$ cat src/rtl/cbd_pkg.sv
// Shared constants and types for the cascadable borrow-chain down counter.
package cbd_pkg;

    localparam int CBD_WIDTH_DEFAULT = 8;
    localparam int CBD_WIDTH_MIN     = 2;
    localparam int CBD_WIDTH_MAX     = 16;

    // Counter word sized for the widest legal build; narrower builds use the low bits.
    typedef logic [CBD_WIDTH_MAX-1:0] cbd_word_t;

    function automatic cbd_word_t cbd_ones(input int width);
        cbd_word_t result;
        result = '0;
        for (int i = 0; i < CBD_WIDTH_MAX; i++) begin
            if (i < width) begin
                result[i] = 1'b1;
            end
        end
        return result;
    endfunction

endpackage

$ cat src/rtl/cbd_borrow_cell.sv
// One bit of a ripple borrow chain: difference bit and borrow generate for a - bin.
module cbd_borrow_cell (
    input  logic a,
    input  logic bin,
    output logic diff,
    output logic bout
);

    assign diff = a ^ bin;
    assign bout = ~a & bin;

endmodule

$ cat src/rtl/cbd_down_counter.sv
// Cascadable down counter with clear, preset, load and sticky underflow.
// Define CBD_AUTORELOAD_EN to wrap to a reload register (written by LD) instead of all ones.
module cbd_down_counter
    import cbd_pkg::*;
#(
    parameter int               WIDTH   = CBD_WIDTH_DEFAULT,
    parameter logic [WIDTH-1:0] RST_VAL = '0
) (
    input  logic             CLK,
    input  logic             CD,
    input  logic             PS,
    input  logic             LD,
    input  logic [WIDTH-1:0] D,
    input  logic             EN,
    input  logic             CBI,
    output logic [WIDTH-1:0] Q,
    output logic             CBO,
    output logic             UF
);

    localparam cbd_word_t        ONES_FULL = cbd_ones(WIDTH);
    localparam logic [WIDTH-1:0] ALL_ONES  = ONES_FULL[WIDTH-1:0];

    logic [WIDTH-1:0] q_r;
    logic             uf_r;
    logic [WIDTH-1:0] dec;
    logic [WIDTH:0]   borrow;
    logic [WIDTH-1:0] wrap_val;
    logic             is_zero;
    logic             count;

    // Subtracting a constant 1 through the chain: the final borrow-out is set only when Q == 0.
    assign borrow[0] = 1'b1;

    for (genvar i = 0; i < WIDTH; i++) begin : g_chain
        cbd_borrow_cell u_cell (
            .a    (q_r[i]),
            .bin  (borrow[i]),
            .diff (dec[i]),
            .bout (borrow[i+1])
        );
    end

    assign is_zero = borrow[WIDTH];
    assign count   = EN & CBI;

`ifdef CBD_AUTORELOAD_EN
    logic [WIDTH-1:0] reload_r;

    always_ff @(posedge CLK or posedge CD) begin
        if (CD) begin
            reload_r <= ALL_ONES;
        end else if (LD) begin
            reload_r <= D;
        end
    end

    assign wrap_val = reload_r;
`else
    assign wrap_val = ALL_ONES;
`endif

    always_ff @(posedge CLK or posedge CD) begin
        if (CD) begin
            q_r  <= RST_VAL;
            uf_r <= 1'b0;
        end else if (PS) begin
            q_r  <= ALL_ONES;
            uf_r <= 1'b0;
        end else if (LD) begin
            q_r  <= D;
            uf_r <= 1'b0;
        end else if (count) begin
            if (is_zero) begin
                q_r  <= wrap_val;
                uf_r <= 1'b1;
            end else begin
                q_r  <= dec;
            end
        end
    end

    assign Q   = q_r;
    assign UF  = uf_r;
    assign CBO = count & is_zero;

endmodule

$ cat config.mk
export PLATFORM = sky130hd
export DESIGN_NAME = cbd_down_counter
export DESIGN_NICKNAME = d
export VERILOG_FILES = /design/src/rtl/cbd_pkg.sv /design/src/rtl/cbd_borrow_cell.sv /design/src/rtl/cbd_down_counter.sv
export SDC_FILE = /design/constraint.sdc
export NUM_CORES = 1
export LEC_CHECK = 0
export CORE_UTILIZATION = 40
export DETAILED_ROUTE_END_ITERATION = 10
export DONT_BUFFER_PORTS = 1
export GPL_ROUTABILITY_DRIVEN = 0
export PLACE_DENSITY_LB_ADDON = 0.08
export RECOVER_POWER = 100
export SLEW_MARGIN = 20
export SYNTH_ARGS = -nofsm -noshare
export SYNTH_HDL_FRONTEND = slang
export SYNTH_HIERARCHICAL = 1
export SYNTH_SLANG_ARGS = --single-unit
export TNS_END_PERCENT = 100
$ cat constraint.sdc
create_clock -name CLK -period 4.4 [get_ports CLK]
set_input_delay 0.66 -clock CLK [delete_from_list [all_inputs] [get_ports CLK]]
set_output_delay 0.66 -clock CLK [all_outputs]
set_load 0.1 [all_outputs]
==> results.yml, run 1 <==
clock_network:
  clock_sinks: 9
  root_buffer: "clkbuf_4"
  clk-insertion-delay-late_ns: 0.26
  cts_tree: "done"
  cts_resized: 0
  clockBufferDepth: 2
  cts_buffers: 3
  clk_pin_slew_ns: 0.07
  htreeDepth: 1
  post_cts_buffers: 0
  holdBufCountCts: 0
finish:
  nets: 99
  n_antenna_cell: 0
  area_growth_pct: 6.22
  multi_input_area_um2: 284
  num-fill-cells: 141
  drive_gt1_frac: 0.0921
  seqCellArea_um2: 225
  design_area_um2: 641
global_routing:
  grt_pass1_wl_um: 1730
  grt_antenna_before_repair: 0
  grt_pass1_vias: 396
  overflow: 0
  grtUsageTotal: 0.170
  grt_max_degree: 10
sta:
  rsz0062_at_grt: "no"
  max_slew_margin: 0.203
  worst_slew_pin_slew_ns: 1.20
  slew_viol_final: 0
  hold_viol_final: 0
  min_period_ns: 3.36
  finalClockSkew_ns: 0.00394
  max_freq_ghz: 0.298
  setup-violations-final: 0
  tns_ns: 0
  post-route-period-util: 0.763
detailed_routing:
  drc_errors: 0
  drt_iter0_markers: 11
  totalWireLength_um: 1160
  vias: 438
  routedWlPerCell_um: 12.7
  first_pass_iters: 4
  ant_nets: 0
  routed_via_density: 4.81
pwr:
  power_density_nw_per_um2: 359
  leakage_nw: 0.359
  intPower_uw: 136
  peakVddDrop_mv: 0.150
  p_seq_frac: 0.482
  pwr-share-clk: 0.287
  p_comb_frac: 0.231
  switching_share: 0.410
  power.switching_uw: 94.4
hold_path:
  hold_class: "input pin to asynchronous set/reset pin"
synth:
  synthAdderAreaFrac: 0.166
  synth_area_leader_cell: "dfrtp_1"
  synthCells: 71
  synth_area_um2: 603
  synth.area.mux_share: 0
  yosysSeqAreaShare: 0.373
  synth_seq_cells: 9
  synthXorXnorAreaFrac: 0
  synth_top_family_by_area: "compound AO/OA/AOI/OAI gates"
  synth_compound_area_frac: 0.178
  avgSynthCellArea_um2: 8.49
  synth_area_leaders: "dfrtp_1, ha_1, inv_1"
  synth_top_area_frac: 0.373
  yosysWarnings: 6
  ys_types: 17
  syn-num-nets: 93
  synth_simple_gate_area_frac: 0.120
setup_path:
  path_buf_inv: 1
  reg2regPathDepth: 7
  path_depth: 10
  critical_path.endpoint_type: "output port"
  crit_type: "flop to output port"
  startpoint_type: "flop"
  critical_path_arrival_ns: 2.70
  required_ns: 3.74
  path_cells: "inv_1 -> ha_1 -> ha_1 -> ha_1 -> ha_1 -> ha_1 -> ha_1 -> ha_1 -> ha_1 -> and3_1"
  worst-path-max-fanout: 4
  crit_family: "adder cells"
  critPathSlowestCell: "and3_1"
  critical-path-max-stage-delay_ns: 0.83
  path_common_cell: "ha_1"
place:
  dp.final_hpwl_um: 862
  placed_cell_area_um2: 626
  portBuffers: 0
die:
  initial_core_util: 0.447
  die_w_um: 40.8
  boundaryPins: 24
  fp-row-count: 13
  dieArea_um2: 1670
  die_height_um: 40.8
  core-area_um2: 1350
outcome:
  status: "completed"
run:
  drv_cap: 0
[per-layer routing]
metal / vias to the layer above / routed length, um / track usage
met4: 0 / 0 / 0.125
met5: - / 0 / 0
met3: 0 / 57 / 0.0543
met1: 192 / 566 / 0.217
met2: 10 / 534 / 0.234
li1: 236 / - / -
[cell usage in the layout, fill, tap and decap left out]
cell,n
a211o_1,1
clkbuf_1,4
dfrtp_1,9
ha_1,8
o21a_1,1
nor2b_4,1
and3_1,1
conb_1,1
or3_1,2
o21ai_0,2
or2_2,1
buf_4,1
inv_1,18
clkbuf_4,3
o22ai_1,6
a21oi_2,1
a21oi_1,7
nor2_1,9
[power by group through the flow]
| stage | Combinational, mW | Clock, mW | Sequential [mW] |
|---|---|---|---|
| floorplan | 0.0247 | 0 | 0.135 |
| global placement | 0.0556 | 0 | 0.112 |
| detailed placement | 0.0555 | 0 | 0.113 |
| CTS | 0.0556 | 0.0702 | 0.111 |
| global route | 0.0581 | 0.0739 | 0.112 |
| finish | 0.0531 | 0.0661 | 0.111 |
[worst register-to-register path: stages, from the launching register on]
cell and delay [ns]:
dfrtp_1 0.94, inv_1 0.11, ha_1 0.24, ha_1 0.18, ha_1 0.18, ha_1 0.21
and3_1 0.50, o21a_1 0.33
[state kept, by name (all words and copies together), names as in the netlist]
name / cells
UF: 1
Q: 8
[stage by stage]
step	total power, mW	instances	hold slack, ns	utilization	setup slack (ns)
after floorplan	0.160	71	0.488	-	0.795
after global placement	0.168	87	0.547	0.463	1.34
after detailed placement	0.168	87	0.545	0.463	1.33
after CTS	0.237	91	0.255	0.483	1.02
after global routing	0.244	91	0.280	0.475	0.870
final	0.230	91	0.251	0.475	1.04
[logic make-up (layout without fill, tap and decap cells)]
family / count (synthesis) / in the layout
adder cells (fa/ha/maj): 8 / 8
other: 1 / 1
buffers and inverters: 21 / 26
flip-flops: 9 / 9
AND/OR/NAND/NOR: 14 / 14
AO/OA/AOI/OAI: 18 / 18
[worst paths after layout]
check	from	to	slack [ns]
worst max-delay path	Q[0]$_DFFE_PP0P_	CBO	1.04
worst min-delay path	CD	Q[0]$_DFFE_PP0P_	0.25
worst max register to register	Q[4]$_DFFE_PP0P_	UF$_DFFE_PP0P_	1.58
worst min register to register	Q[2]$_DFFE_PP0P_	Q[2]$_DFFE_PP0P_	0.81
max in group asynchronous	CD	Q[5]$_DFFE_PP0P_	3.88
min in group CLK	LD	UF$_DFFE_PP0P_	0.55
[cell type report]
| type | count | share of cell area |
|---|---|---|
| Tap cell | 15 | 0.0293 |
| Sequential cell | 9 | 0.352 |
| Inverter | 18 | 0.105 |
| Clock buffer | 4 | 0.0410 |
| Timing Repair Buffer | 4 | 0.0293 |
| Multi-Input combinational cell | 41 | 0.443 |
[cells in the mapped netlist]
master / number
buf_6: 2
dfrtp_1: 9
a211o_1: 1
or2_2: 1
o21a_1: 1
nor2_1: 9
and3_1: 1
o22ai_1: 6
nor2b_4: 1
o21ai_0: 2
a21oi_2: 1
inv_1: 18
or3_1: 2
ha_1: 8
conb_1: 1
clkbuf_1: 1
a21oi_1: 7
No activity file was read; power rests on OpenSTA's default activity.
==> run 2: changes to the inputs <==
Clock period 4.4 ns to 3.1 ns, I/O delays scaled along.
==> results.yml, run 2 (synthesis gave the netlist of run 1 again) <==
outcome:
  status: "completed"
clock_network:
  clk_pin_slew_ns: 0.07
  clockBufferDepth: 2
  htreeDepth: 1
  root_buffer: "clkbuf_4"
  post_cts_buffers: 0
  cts_tree: "done"
  clock_sinks: 9
  cts_buffers: 3
  clk-insertion-delay-late_ns: 0.27
global_routing:
  grt_antenna_before_repair: 0
  overflow: 0
  grt_pass1_vias: 460
  grtUsageTotal: 0.182
  grt_pass1_wl_um: 1970
  grt_max_degree: 10
sta:
  max_freq_ghz: 0.348
  max_slew_margin: 0.173
  hold_viol_final: 0
  finalClockSkew_ns: 0.00880
  setup-violations-final: 0
  tns_ns: 0
  slew_viol_final: 0
  min_period_ns: 2.87
  post-route-period-util: 0.927
  worst_slew_pin_slew_ns: 1.24
  rsz0062_at_grt: "no"
setup_path:
  path_cells: "inv_1 -> ha_1 -> ha_1 -> ha_1 -> ha_1 -> ha_1 -> ha_1 -> ha_1 -> ha_1 -> and3_4"
  timing.rr.start: "Q[0]$_DFFE_PP0P_"
  crit_type: "flop to output port"
  startpoint_type: "flop"
  critical_path.endpoint_type: "output port"
  regToRegSetupSlack_ns: 0.50
  setup.worst_path.start: "Q[0]$_DFFE_PP0P_"
  required_ns: 2.63
  reg2reg_to: "Q[0]$_DFFE_PP0P_"
  critPathSlowestCell: "dfrtp_2"
  critical-path-max-stage-delay_ns: 0.36
  worst-path-max-fanout: 4
  reg2regPathDepth: 12
  critical_path_arrival_ns: 2.41
  path_common_cell: "ha_1"
run:
  drv_cap: 0
die:
  die_w_um: 40.8
  fp-row-count: 13
  die_height_um: 40.8
  dieArea_um2: 1670
  boundaryPins: 24
  initial_core_util: 0.447
  core-area_um2: 1350
finish:
  area_growth_pct: 9.54
  layout_common_cells: "inv_1, nor2_1, ha_1, clkbuf_1"
  nets: 103
  design_area_um2: 661
  largest_reg_flops: 8
  mostFrequentLayoutCell: "inv_1"
  n_antenna_cell: 0
  drive_gt1_frac: 0.125
detailed_routing:
  ant_nets: 0
  drt_iter0_markers: 10
  routed_via_density: 4.98
  first_pass_iters: 4
  vias: 473
  routedWlPerCell_um: 12.6
  totalWireLength_um: 1200
  drc_errors: 0
place:
  dp.final_hpwl_um: 883
  portBuffers: 0
  placed_cell_area_um2: 659
pwr:
  leakage_nw: 0.361
  power_density_nw_per_um2: 497
  peakVddDrop_mv: 0.262
hold_path:
  hold_class: "input pin to asynchronous set/reset pin"
-- run 2: cell types whose count changed in the layout (fill, tap and decap cells not counted), sizes merged --
cell	previous run	this run
clkbuf	7	11
buf	1	0
clkinv	0	1
-- run 2: cell type report --
type,instances,area (um^2)
timing repair buffer,8,30.0
tap,15,18.8
clock buffer,3,22.5
inverter,18,67.6
multi-input combinational,41,289
sequential,9,228
fill,147,689
clock inverter,1,5.00
-- run 2: metal layers --
| metal | up-vias | global-route usage | wire [um] |
|---|---|---|---|
| met3 | 2 | 0.0489 | 77 |
| li1 | 246 | - | - |
| met5 | - | 0 | 0 |
| met2 | 14 | 0.293 | 529 |
| met1 | 211 | 0.216 | 579 |
| met4 | 0 | 0.100 | 14 |
-- run 2: what timing repair did --
action	in CTS	in global routing
hold buffers	0	0
endpoints found under the setup margin	0	1
gates resized for setup	0	1
-- run 2: worst max-delay path: cells and delay by family, from the launching register on --
family,cells,cell delay (ns)
flops,1,0.36
fa+ha+maj,8,1.48
simple gates,1,0.26
buf+inv,1,0.04
-- run 2: where the power goes --
group | switching (mW) | total, mW | internal [mW]
clock | 0.0458 | 0.0934 | 0.0477
sequential | 0.00350 | 0.129 | 0.126
combinational | 0.0872 | 0.106 | 0.0185
-- run 2: worst max path at each step --
stage / end / slack [ns] / cells after the start
finish: CBO / 0.23 / 10
global route: CBO / 0.11 / 10
CTS: CBO / 0.11 / 10
detailed placement: CBO / 0.40 / 10
global placement: CBO / 0.43 / 10
floorplan: CBO / 0.09 / 10
-- run 2: stage by stage --
step / instances / total power, mW / worst slack [ns] / hold WS [ns] / util
CTS: 95 / 0.340 / 0.105 / 0.0619 / 0.509
floorplan: 71 / 0.227 / 0.0915 / 0.293 / -
finish: 95 / 0.328 / 0.228 / 0.0496 / 0.489
detailed placement: 91 / 0.245 / 0.395 / 0.354 / 0.488
global placement: 91 / 0.245 / 0.430 / 0.349 / 0.488
global route: 95 / 0.348 / 0.106 / 0.0853 / 0.489
==> run 3: changes to the inputs <==
==> constraint.sdc (replaced) <==
create_clock -name CLK -period 3.1 [get_ports CLK]
set_input_delay 0.465 -clock CLK [delete_from_list [all_inputs] [get_ports CLK]]
set_output_delay 0.465 -clock CLK [all_outputs]
set_load 0.01 [all_outputs]
==> results.yml, run 3 (synthesis gave the netlist of run 1 again) <==
finish:
  largest_reg_flops: 8
  drive_gt1_frac: 0.0972
  finalNonFillerCells: 87
  area_growth_pct: 3.32
  nets: 95
  n_antenna_cell: 0
  layout_common_cells: "inv_1, dfrtp_1, nor2_1"
  mostFrequentLayoutCell: "inv_1"
place:
  dp_slack_ns: 0.384
  dp.cells: 83
  portBuffers: 0
  dp.final_hpwl_um: 895
setup_path:
  critical_path_arrival_ns: 2.42
  crit_type: "flop to output port"
  critical-path-max-stage-delay_ns: 0.41
  required_ns: 2.63
  worst-path-max-fanout: 4
  critical_path.endpoint_type: "output port"
  path_common_cell: "ha_1"
  path_cells: "inv_1 -> ha_1 -> ha_1 -> ha_1 -> ha_1 -> ha_1 -> ha_1 -> ha_1 -> ha_1 -> and3_1"
  critPathSlowestCell: "dfrtp_1"
  startpoint_type: "flop"
clock_network:
  cts_tree: "done"
  clockBufferDepth: 2
  cts_buffers: 3
  root_buffer: "clkbuf_4"
  htreeDepth: 1
  clock_sinks: 9
  clk-insertion-delay-late_ns: 0.26
  holdBufCountCts: 0
  clk_pin_slew_ns: 0.07
  cts_resized: 0
  post_cts_buffers: 0
global_routing:
  grt_max_degree: 10
  grtUsageTotal: 0.178
  grt_pass1_wl_um: 1850
  overflow: 0
  grt_antenna_before_repair: 0
  grt_pass1_vias: 437
sta:
  max_freq_ghz: 0.347
  setup_ws_ns: 0.214
  slew_viol_final: 0
  hold_viol_final: 0
  min_period_ns: 2.89
  rsz0062_at_grt: "no"
  setup-violations-final: 0
  finalClockSkew_ns: 0.00118
  tns_ns: 0
  post-route-period-util: 0.931
die:
  initial_core_util: 0.447
  dieArea_um2: 1670
  core-area_um2: 1350
  fp-row-count: 13
  die_w_um: 40.8
  boundaryPins: 24
  die_height_um: 40.8
detailed_routing:
  routedWlPerCell_um: 13.5
  drt_iter0_markers: 14
  totalWireLength_um: 1170
  drc_errors: 0
  routed_via_density: 5.09
  ant_nets: 0
  vias: 443
  first_pass_iters: 3
pwr:
  power_density_nw_per_um2: 432
  leakage_nw: 0.354
  finalPower_uw: 269
  peakVddDrop_mv: 0.178
hold_path:
  hold_class: "input pin to asynchronous set/reset pin"
run:
  drv_cap: 0
outcome:
  status: "completed"
run 3: power breakdown:
part	switching (mW)	total [mW]	internal [mW]
sequential	0.0106	0.136	0.125
combinational	0.0224	0.0378	0.0154
clock	0.0477	0.0953	0.0476
run 3: area by class of cell:
class / instances / area, um^2
Clock inverter: 1 / 5.00
Multi-Input combinational cell: 41 / 284
Clock buffer: 3 / 22.5
Fill cell: 135 / 727
Tap cell: 15 / 18.8
Sequential cell: 9 / 225
Inverter: 18 / 67.6
run 3: worst paths after layout:
kind | cells past startpoint | slack [ns] | endpoint | from
max | 10 | 0.21 | CBO | Q[0]$_DFFE_PP0P_
min | 1 | 0.05 | UF$_DFFE_PP0P_ | CD
max reg2reg | 12 | 0.40 | Q[2]$_DFFE_PP0P_ | Q[0]$_DFFE_PP0P_
min reg2reg | 1 | 0.56 | UF$_DFFE_PP0P_ | UF$_DFFE_PP0P_
max in group asynchronous | 1 | 2.78 | Q[3]$_DFFE_PP0P_ | CD
min in group CLK | 2 | 0.35 | UF$_DFFE_PP0P_ | LD
run 3: metrics by stage:
stage | utilization | cell area, um^2 | hold slack [ns]
6_report | 0.462 | 623 | 0.0547
5_1_grt | 0.462 | 623 | 0.0782
4_1_cts | 0.462 | 623 | 0.0620
3_5_place_dp | 0.441 | 596 | 0.352
3_3_place_gp | 0.441 | 596 | 0.353
2_1_floorplan | - | 603 | 0.293
run 3: worst max-delay path, delay by kind of cell (launching register included):
| kind | cells | cell delay (ns) |
|---|---|---|
| adders and majority gates | 8 | 1.50 |
| and+or+nand+nor | 1 | 0.20 |
| buffers and inverters | 1 | 0.06 |
| DFF | 1 | 0.41 |
run 3: layer usage:
layer | share of wire | global-route usage
met5 | 0 | 0
met4 | 0 | 0.0917
met3 | 0.061 | 0.0652
met2 | 0.50 | 0.266
met1 | 0.44 | 0.220
